[src/rtl/pipe_hazard_ctrl.sv]
// Hazard/sequencing controller for the 5-stage pipeline: load-use stalls, branch squashes,
// data-memory waits with a timeout watchdog. Optional stall/flush statistics: PIPE_STALL_STATS_EN.
module pipe_hazard_ctrl #(
  parameter int MEM_TIMEOUT = 15,
  parameter int CNT_W       = 8
) (
  input  logic        clock,
  input  logic        rst_n,
  input  logic [4:0]  id_rs,
  input  logic [4:0]  id_rt,
  input  logic        ex_memread,
  input  logic [4:0]  ex_rt,
  input  logic        ex_branch_taken,
  input  logic        mem_req,
  input  logic        mem_ready,
  output logic        pc_en,
  output logic        ifid_en,
  output logic        idex_en,
  output logic        exmem_en,
  output logic        memwb_en,
  output logic        ifid_flush,
  output logic        idex_flush,
  output logic        busy,
`ifdef PIPE_STALL_STATS_EN
  output logic [31:0] stall_cycles,
  output logic [15:0] flush_events,
`endif
  output logic        mem_err
);

  typedef enum logic [1:0] {RUN, MEM_WAIT, ERR} state_t;

  state_t           state_reg, state_next;
  logic [CNT_W-1:0] wait_cnt_reg, wait_cnt_next;
  logic             mem_err_reg, mem_err_next;

  logic load_use;
  logic mem_stall;
  logic mem_done;
  logic pipe_rules;

  assign load_use  = ex_memread & (ex_rt != 5'd0) & ((ex_rt == id_rs) | (ex_rt == id_rt));
  // mem_ready only counts when there is an access outstanding
  assign mem_stall = mem_req & ~mem_ready;
  assign mem_done  = mem_req & mem_ready;

  always_comb begin
    pc_en         = 1'b0;
    ifid_en       = 1'b0;
    idex_en       = 1'b0;
    exmem_en      = 1'b0;
    memwb_en      = 1'b0;
    ifid_flush    = 1'b0;
    idex_flush    = 1'b0;
    pipe_rules    = 1'b0;
    state_next    = state_reg;
    wait_cnt_next = wait_cnt_reg;
    mem_err_next  = mem_err_reg;

    case (state_reg)
      RUN: begin
        if (mem_stall) begin
          state_next    = MEM_WAIT;
          wait_cnt_next = CNT_W'(1);
        end else begin
          pipe_rules = 1'b1;
        end
      end
      MEM_WAIT: begin
        if (mem_done) begin
          pipe_rules    = 1'b1;
          state_next    = RUN;
          wait_cnt_next = '0;
        end else if (wait_cnt_reg == CNT_W'(MEM_TIMEOUT)) begin
          state_next   = ERR;
          mem_err_next = 1'b1;
        end else begin
          wait_cnt_next = wait_cnt_reg + CNT_W'(1);
        end
      end
      ERR: begin
        mem_err_next = 1'b1;
      end
      default: begin
        state_next    = RUN;
        wait_cnt_next = '0;
      end
    endcase

    // Branch squash beats load-use: the dependent load consumer is squashed anyway
    if (pipe_rules) begin
      if (ex_branch_taken) begin
        pc_en      = 1'b1;
        ifid_en    = 1'b1;
        idex_en    = 1'b1;
        exmem_en   = 1'b1;
        memwb_en   = 1'b1;
        ifid_flush = 1'b1;
        idex_flush = 1'b1;
      end else if (load_use) begin
        idex_en    = 1'b1;
        exmem_en   = 1'b1;
        memwb_en   = 1'b1;
        idex_flush = 1'b1;
      end else begin
        pc_en    = 1'b1;
        ifid_en  = 1'b1;
        idex_en  = 1'b1;
        exmem_en = 1'b1;
        memwb_en = 1'b1;
      end
    end

    // During reset every register loads, and the front two load bubbles
    if (!rst_n) begin
      pc_en      = 1'b1;
      ifid_en    = 1'b1;
      idex_en    = 1'b1;
      exmem_en   = 1'b1;
      memwb_en   = 1'b1;
      ifid_flush = 1'b1;
      idex_flush = 1'b1;
    end
  end

  always_ff @(posedge clock) begin
    if (!rst_n) begin
      state_reg    <= RUN;
      wait_cnt_reg <= '0;
      mem_err_reg  <= 1'b0;
    end else begin
      state_reg    <= state_next;
      wait_cnt_reg <= wait_cnt_next;
      mem_err_reg  <= mem_err_next;
    end
  end

  assign busy    = rst_n & (state_reg != RUN);
  assign mem_err = mem_err_reg;

`ifdef PIPE_STALL_STATS_EN
  logic [31:0] stall_cycles_reg;
  logic [15:0] flush_events_reg;

  // Saturating counters; reset cycles never count as flushes
  always_ff @(posedge clock) begin
    if (!rst_n) begin
      stall_cycles_reg <= '0;
      flush_events_reg <= '0;
    end else begin
      if (!pc_en && (stall_cycles_reg != '1))
        stall_cycles_reg <= stall_cycles_reg + 32'd1;
      if ((ifid_flush | idex_flush) && (flush_events_reg != '1))
        flush_events_reg <= flush_events_reg + 16'd1;
    end
  end

  assign stall_cycles = stall_cycles_reg;
  assign flush_events = flush_events_reg;
`endif

endmodule
[config.mk]
export PLATFORM = sky130hd
export DESIGN_NAME = pipe_hazard_ctrl
export DESIGN_NICKNAME = d
export VERILOG_FILES = /design/src/rtl/pipe_hazard_ctrl.sv
export SDC_FILE = /design/constraint.sdc
export NUM_CORES = 1
export LEC_CHECK = 0
export CAP_MARGIN = 40
export CORE_UTILIZATION = 46
export DETAILED_ROUTE_END_ITERATION = 8
export MAX_ROUTING_LAYER = met4
export PLACE_DENSITY_LB_ADDON = 0.12
export SYNTH_ARGS = -nofsm -noshare
export SYNTH_HDL_FRONTEND = slang
export SYNTH_SLANG_ARGS = --single-unit
[constraint.sdc]
create_clock -name clock -period 2.4 [get_ports clock]
set_input_delay 0.48 -clock clock [delete_from_list [all_inputs] [get_ports clock]]
set_output_delay 0.48 -clock clock [all_outputs]
set_load 0.02 [all_outputs]
==> flow_metrics.tcl, run 1 <==
set metrics [dict create \
    status "completed" \
    via_per_inst 5.411 \
    fin_crit_ns 2.316 \
    rrSetupSlack_ns 0.74 \
    syn_nets 126 \
    crit_type "in -> out" \
    dp_hpwl_um 1634 \
    yosysWarningCount 0 \
    power.density_nw_per_um2 386.7 \
    grt_pass1_vias 846 \
    synth_ff_type "dfxtp_1" \
    placed_area_um2 1167 \
    grt_max_degree 13 \
    layout-drive-gt1-share_pct 19.01 \
    clk_pin_slew_ns 0.07 \
    p_leak_nw 0.4889 \
    hold_path_depth 2 \
    hold_start "mem_err" \
    wl_per_cell_um 13.15 \
    ctsHtreeMaxLevel 1 \
    num_antenna_cells 0 \
    arrival_ns 1.84 \
    slowest_stage "clkdlybuf4s50_1" \
    power_mw 0.4586 \
    syn_inst 104 \
    slew-limit-headroom_pct 73.01 \
    drtAntennaViolNets 0 \
    vias 855 \
    hold_path_end "mem_err" \
    avgSynthCellArea_um2 7.796 \
    insertion_delay_ns 0.26 \
    mostFrequentLayoutCells "17 x clkdlybuf4s50_1, 11 x dfxtp_1, 11 x buf_4" \
    clock-sinks 11 \
    finalHoldViolCount 0 \
    holdWs_ns 0.4520 \
    design_area_um2 1186 \
    async_reset_ff_share_pct 0 \
    grt_pass1_wl_um 3484 \
    dpl.cell_count 154 \
    worst_setup_path_start_kind "input port" \
    drc 0 \
    numCtsBuffers 3 \
    io_pins 30 \
    clockBufferDepth 2 \
    fp.dieH_um 43.98 \
    dieArea_um2 1934 \
    drv_cap 0 \
    slew_viol_final 0 \
    max_stage_delay_ns 0.47 \
    drt_iter0_markers 16 \
    grt_util_all_layers_pct 24.96 \
    stdcell_count 158 \
    crit_path_cell_trace "clkdlybuf4s50_1 -> xor2_1 -> nor3_1 -> a22oi_2 -> o21a_1 -> buf_6" \
    worstReg2RegEnd "wait_cnt_reg[7]" \
    setup_viol 0 \
    synth_edf_count 0 \
    worst_pin_slew_ns 0.4043 \
    place.gp.congestion 0.8553 \
    rsz0062_at_grt "false" \
    post-cts-setup-buffer-count 0 \
    syn_area_um2 810.8 \
    gr-total-overflow 0 \
    cts-hold-fix-buffers 0 \
    drt-total-wl_um 2077 \
    io_buffer_count 29 \
    min_path_type "reg -> reg" \
    die_w_um 43.98 \
    rows 14 \
    crit_fanout 3 \
    largest_reg_flops 8 \
    ys_ff_latch 11 \
    yosysSeqAreaShare_pct 27.16 \
    timing.final.crit_share_pct 96.50 \
    antenna_found_initial 0 \
    finClkSkew_ns 0.001179 \
    core_region_area_um2 1577 \
    vdd_drop_max_mv 0.3932 \
    crit-reg2reg-launch "wait_cnt_reg[5]" \
    crit_required_ns 1.92 \
    critPathCaptureType "output port" \
    first_pass_iters 6 \
    final_common_cell "clkdlybuf4s50_1" \
    fmax_mhz 431.8 \
    r2r_cells 4 \
    cts_tree "yes" \
    syn_to_final_growth_pct 46.30 \
    fin_nets 165 \
    cts_root_buf "clkbuf_4" \
    synth_cell_types 32 \
    start_util_pct 51.43 \
]
==> metal layers <==
metal	wire, um	global-route usage [%]	vias up
li1	-	-	442
met1	921	29.95	395
met2	1059	42.09	16
met3	85	7.917	2
met4	10	3.030	0
met5	0	-	-
==> Yosys cell counts (all sizes together), types with 2 or more instances <==
library cell / instances / area share [%]
dfxtp: 11 / 27
nand2: 10 / 4.6
nor2: 10 / 4.6
xor2: 10 / 11
a21oi: 8 / 4.9
mux2i: 6 / 7.4
nand2b: 6 / 4.6
buf: 5 / 4.0
inv: 4 / 1.9
nand3: 4 / 2.5
o21ai: 4 / 2.5
a211oi: 3 / 2.8
nand4: 3 / 2.3
nor3: 3 / 1.9
o21a: 2 / 1.9
or4: 2 / 2.3
==> how the worst max path moves through the flow <==
| stage | to | from | cells after the start |
|---|---|---|---|
| 2_1_floorplan | pc_en | state_reg[0] | 7 |
| 3_3_place_gp | pc_en | ex_rt[1] | 6 |
| 3_5_place_dp | pc_en | ex_rt[1] | 6 |
| 4_1_cts | pc_en | ex_rt[4] | 7 |
| 5_1_grt | pc_en | mem_req | 7 |
| 6_report | pc_en | ex_rt[0] | 6 |
==> metrics by stage <==
stage / utilization, % / TNS [ns] / setup WS (ns)
floorplan: - / 0 / 0.2577
global placement: 74.05 / -2.641 / -0.4543
finish: 75.24 / 0 / 0.08389
CTS: 75.71 / 0 / 0.01300
detailed placement: 74.05 / -2.712 / -0.4661
global route: 75.24 / 0 / 0.01662
==> what timing repair did <==
action | in CTS | in global routing
resized for setup | 30 | 9
pin swaps | 2 | 2
cloned | 0 | 0
setup endpoints to repair | 7 | 8
hold endpoints to repair | 0 | 0
==> cell type report <==
class                      instances  area (um2)
multi-input combinational         83       553.0
fill                             131       390.4
timing repair buffer              40       351.6
sequential                        11       220.2
clock buffer                       4       26.28
tap                               16       20.02
inverter                           4       15.01
==> power by group <==
part           internal [mW]  switching [mW]  total [mW]
registers              0.186         0.00275       0.189
logic                 0.0759          0.0702       0.146
clock network         0.0643          0.0596       0.124
total                  0.326           0.133       0.459
==> critical path, delay by kind of cell <==
family / cells / cell delay, ns
simple gates: 1 / 0.21
compound gates: 2 / 0.35
buf+inv: 2 / 0.61
xor+xnor: 1 / 0.19
==> cell families (layout without fill, tap and decap cells) <==
logic type / count (synthesis) / in the layout / synth area share, %
AOI/OAI and AO/OA: 24 / 24 / 20.37
and+or+nand+nor: 42 / 42 / 26.39
muxes: 6 / 6 / 7.408
buffers and inverters: 10 / 48 / 6.326
adders and majority gates: 1 / 1 / 1.543
xor gates and xnor gates: 10 / 10 / 10.80
DFF: 11 / 11 / 27.16
(Power assumes the default switching activity.)
==> inputs of run 2 (changes only) <==
SETUP_SLACK_MARGIN = 0.1   (was unset)
==> run 2 against run 1 <==
  * Clock skew is 0.00054 ns lower
  * Clock power hardly changed
  * Global-route usage is 0.18 points higher
  * Maximum frequency is 2.3% higher
  * Critical path type unchanged
  * Largest cell class unchanged
  * Sequential share of layout area fell by 0.33 points
  * Sequential cell count stayed put
  * Routed wire length grew 2.4%
  * Largest power group unchanged
  * Critical endpoint unchanged
  * Non-clock buffer count up 1
  * Worst setup slack improved by 0.053 ns
  * First-iteration DRC count fell by 6.3%
==> flow_metrics.tcl, run 2 (synthesis results as in run 1) <==
set metrics [dict create \
    finClkSkew_ns 0.0006409 \
    final_common_cell "clkdlybuf4s50_1" \
    drv_cap 0 \
    crit_path_start "id_rt[0]" \
    io_buffer_count 29 \
    cts_tree "yes" \
    crit_fanout 2 \
    setup_viol 0 \
    place.gp.congestion 0.8553 \
    wl_per_cell_um 13.38 \
    start_util_pct 51.43 \
    seqPwrFrac_pct 40.5 \
    p_leak_nw 0.4870 \
    grt_util_all_layers_pct 25.13 \
    fp.dieH_um 43.98 \
    rrSetupSlack_ns 0.74 \
    slowest_stage "clkdlybuf4s50_1" \
    p_sw_share_pct 29.29 \
    core_region_area_um2 1577 \
    max_stage_delay_ns 0.42 \
    drtAntennaViolNets 0 \
    antenna_found_initial 0 \
    grt_max_degree 13 \
    grt_pass1_vias 852 \
    num_antenna_cells 0 \
    grt_pass1_wl_um 3512 \
    timing.final.crit_share_pct 94.31 \
    mostFrequentLayoutCells "15 x clkdlybuf4s50_1, 12 x buf_4, 11 x dfxtp_1, 10 x nand2_1, 10 x xor2_1" \
    via_per_inst 5.434 \
    status "completed" \
    first_pass_iters 6 \
    gr-total-overflow 0 \
    clock-sinks 11 \
    crit_required_ns 1.92 \
    syn_to_final_growth_pct 48.92 \
    fin_nets 166 \
    drt_iter0_markers 15 \
    io_pins 30 \
    layout-drive-gt1-share_pct 20.28 \
    rsz0062_at_grt "false" \
    crit_path_cell_trace "clkdlybuf4s50_1 -> xor2_1 -> nor3_1 -> a22oi_2 -> o21a_1 -> buf_6" \
    fin_crit_ns 2.263 \
    rows 14 \
    drc 0 \
    design_area_um2 1207 \
    crit_end "pc_en" \
    register_area_um2 220.2 \
    p_sw_mw 0.1366 \
    worst_pin_slew_ns 0.4482 \
    clk_pin_slew_ns 0.07 \
    drt-total-wl_um 2127 \
    slew-limit-headroom_pct 70.08 \
    dp_hpwl_um 1634 \
    power.density_nw_per_um2 386.2 \
    worstReg2RegEnd "wait_cnt_reg[7]" \
    numCtsBuffers 3 \
    dieArea_um2 1934 \
    cts_root_buf "clkbuf_4" \
    slew_viol_final 0 \
    power_mw 0.4663 \
    setup-tns-final_ns 0 \
    clock_power_share_pct 26.9 \
    hold_start "mem_err" \
    worst_setup_path_start_kind "input port" \
    r2r_cells 4 \
    p_comb_share_pct 32.6 \
    ctsHtreeMaxLevel 1 \
    crit-reg2reg-launch "wait_cnt_reg[5]" \
    power.internal_mw 0.3297 \
    cts-hold-fix-buffers 0 \
    fillCellCount 130 \
    vdd_drop_max_mv 0.3975 \
    min_path_type "reg -> reg" \
    finalHoldViolCount 0 \
    arrival_ns 1.78 \
    placed_area_um2 1167 \
    multi_input_area_um2 565.5 \
    finish.utilization_pct 76.59 \
    crit_type "in -> out" \
    critPathCaptureType "output port" \
    insertion_delay_ns 0.26 \
    clockBufferDepth 2 \
    dpl.cell_count 154 \
    fmax_mhz 441.8 \
    stdcell_count 159 \
    largest_reg_flops 8 \
    vias 864 \
    die_w_um 43.98 \
]
==> run 2: repair_timing <==
action | CTS | global route
resized for setup | 39 | 8
cloned | 0 | 0
pin swaps | 6 | 6
setup endpoints to repair | 8 | 7
setup buffers | 1 | 0
==> run 2: cell type report <==
| cell class | instances | share of cell area (%) |
|---|---|---|
| Tap cell | 16 | 1.658 |
| Sequential cell | 11 | 18.24 |
| Clock buffer | 4 | 2.176 |
| Multi-Input combinational cell | 83 | 46.84 |
| Inverter | 4 | 1.244 |
| Timing Repair Buffer | 41 | 29.84 |
==> run 2: worst min path at each step <==
| stage | cells past startpoint | slack, ns | end |
|---|---|---|---|
| after floorplan | 2 | 0.44 | wait_cnt_reg[7] |
| after global placement | 2 | 0.43 | mem_err |
| after detailed placement | 2 | 0.45 | mem_err |
| after CTS | 2 | 0.46 | mem_err |
| after global routing | 2 | 0.50 | mem_err |
| final | 2 | 0.47 | mem_err |
==> run 2: power groups by stage <==
| stage | Sequential (mW) | Combinational (mW) | Clock [mW] |
|---|---|---|---|
| floorplan | 0.192 | 0.0720 | 0 |
| finish | 0.189 | 0.152 | 0.125 |
| global route | 0.189 | 0.165 | 0.139 |
| CTS | 0.189 | 0.147 | 0.128 |
| global placement | 0.193 | 0.147 | 0 |
| detailed placement | 0.193 | 0.149 | 0 |
==> run 2: per-layer routing <==
| metal | vias to the layer above | global-route usage [%] | wire length (um) |
|---|---|---|---|
| li1 | 447 | - | - |
| met1 | 400 | 30.46 | 948 |
| met2 | 15 | 42.09 | 1083 |
| met3 | 2 | 7.917 | 85 |
| met4 | 0 | 3.030 | 10 |
| met5 | - | - | 0 |
==> run 2: critical path: cells and delay by family <==
kind                      cells  cell delay (ns)
and+or+nand+nor               1             0.21
AOI/OAI and AO/OA             2             0.36
xor gates and xnor gates      1             0.17
buffers and inverters         2             0.56
==> run 2: per-stage QoR <==
stage	hold slack, ns	setup WS [ns]
6_report	0.4659	0.1365
5_1_grt	0.4981	0.09023
4_1_cts	0.4614	0.1151
3_5_place_dp	0.4505	-0.4661
3_3_place_gp	0.4326	-0.4543
2_1_floorplan	0.4430	0.2577
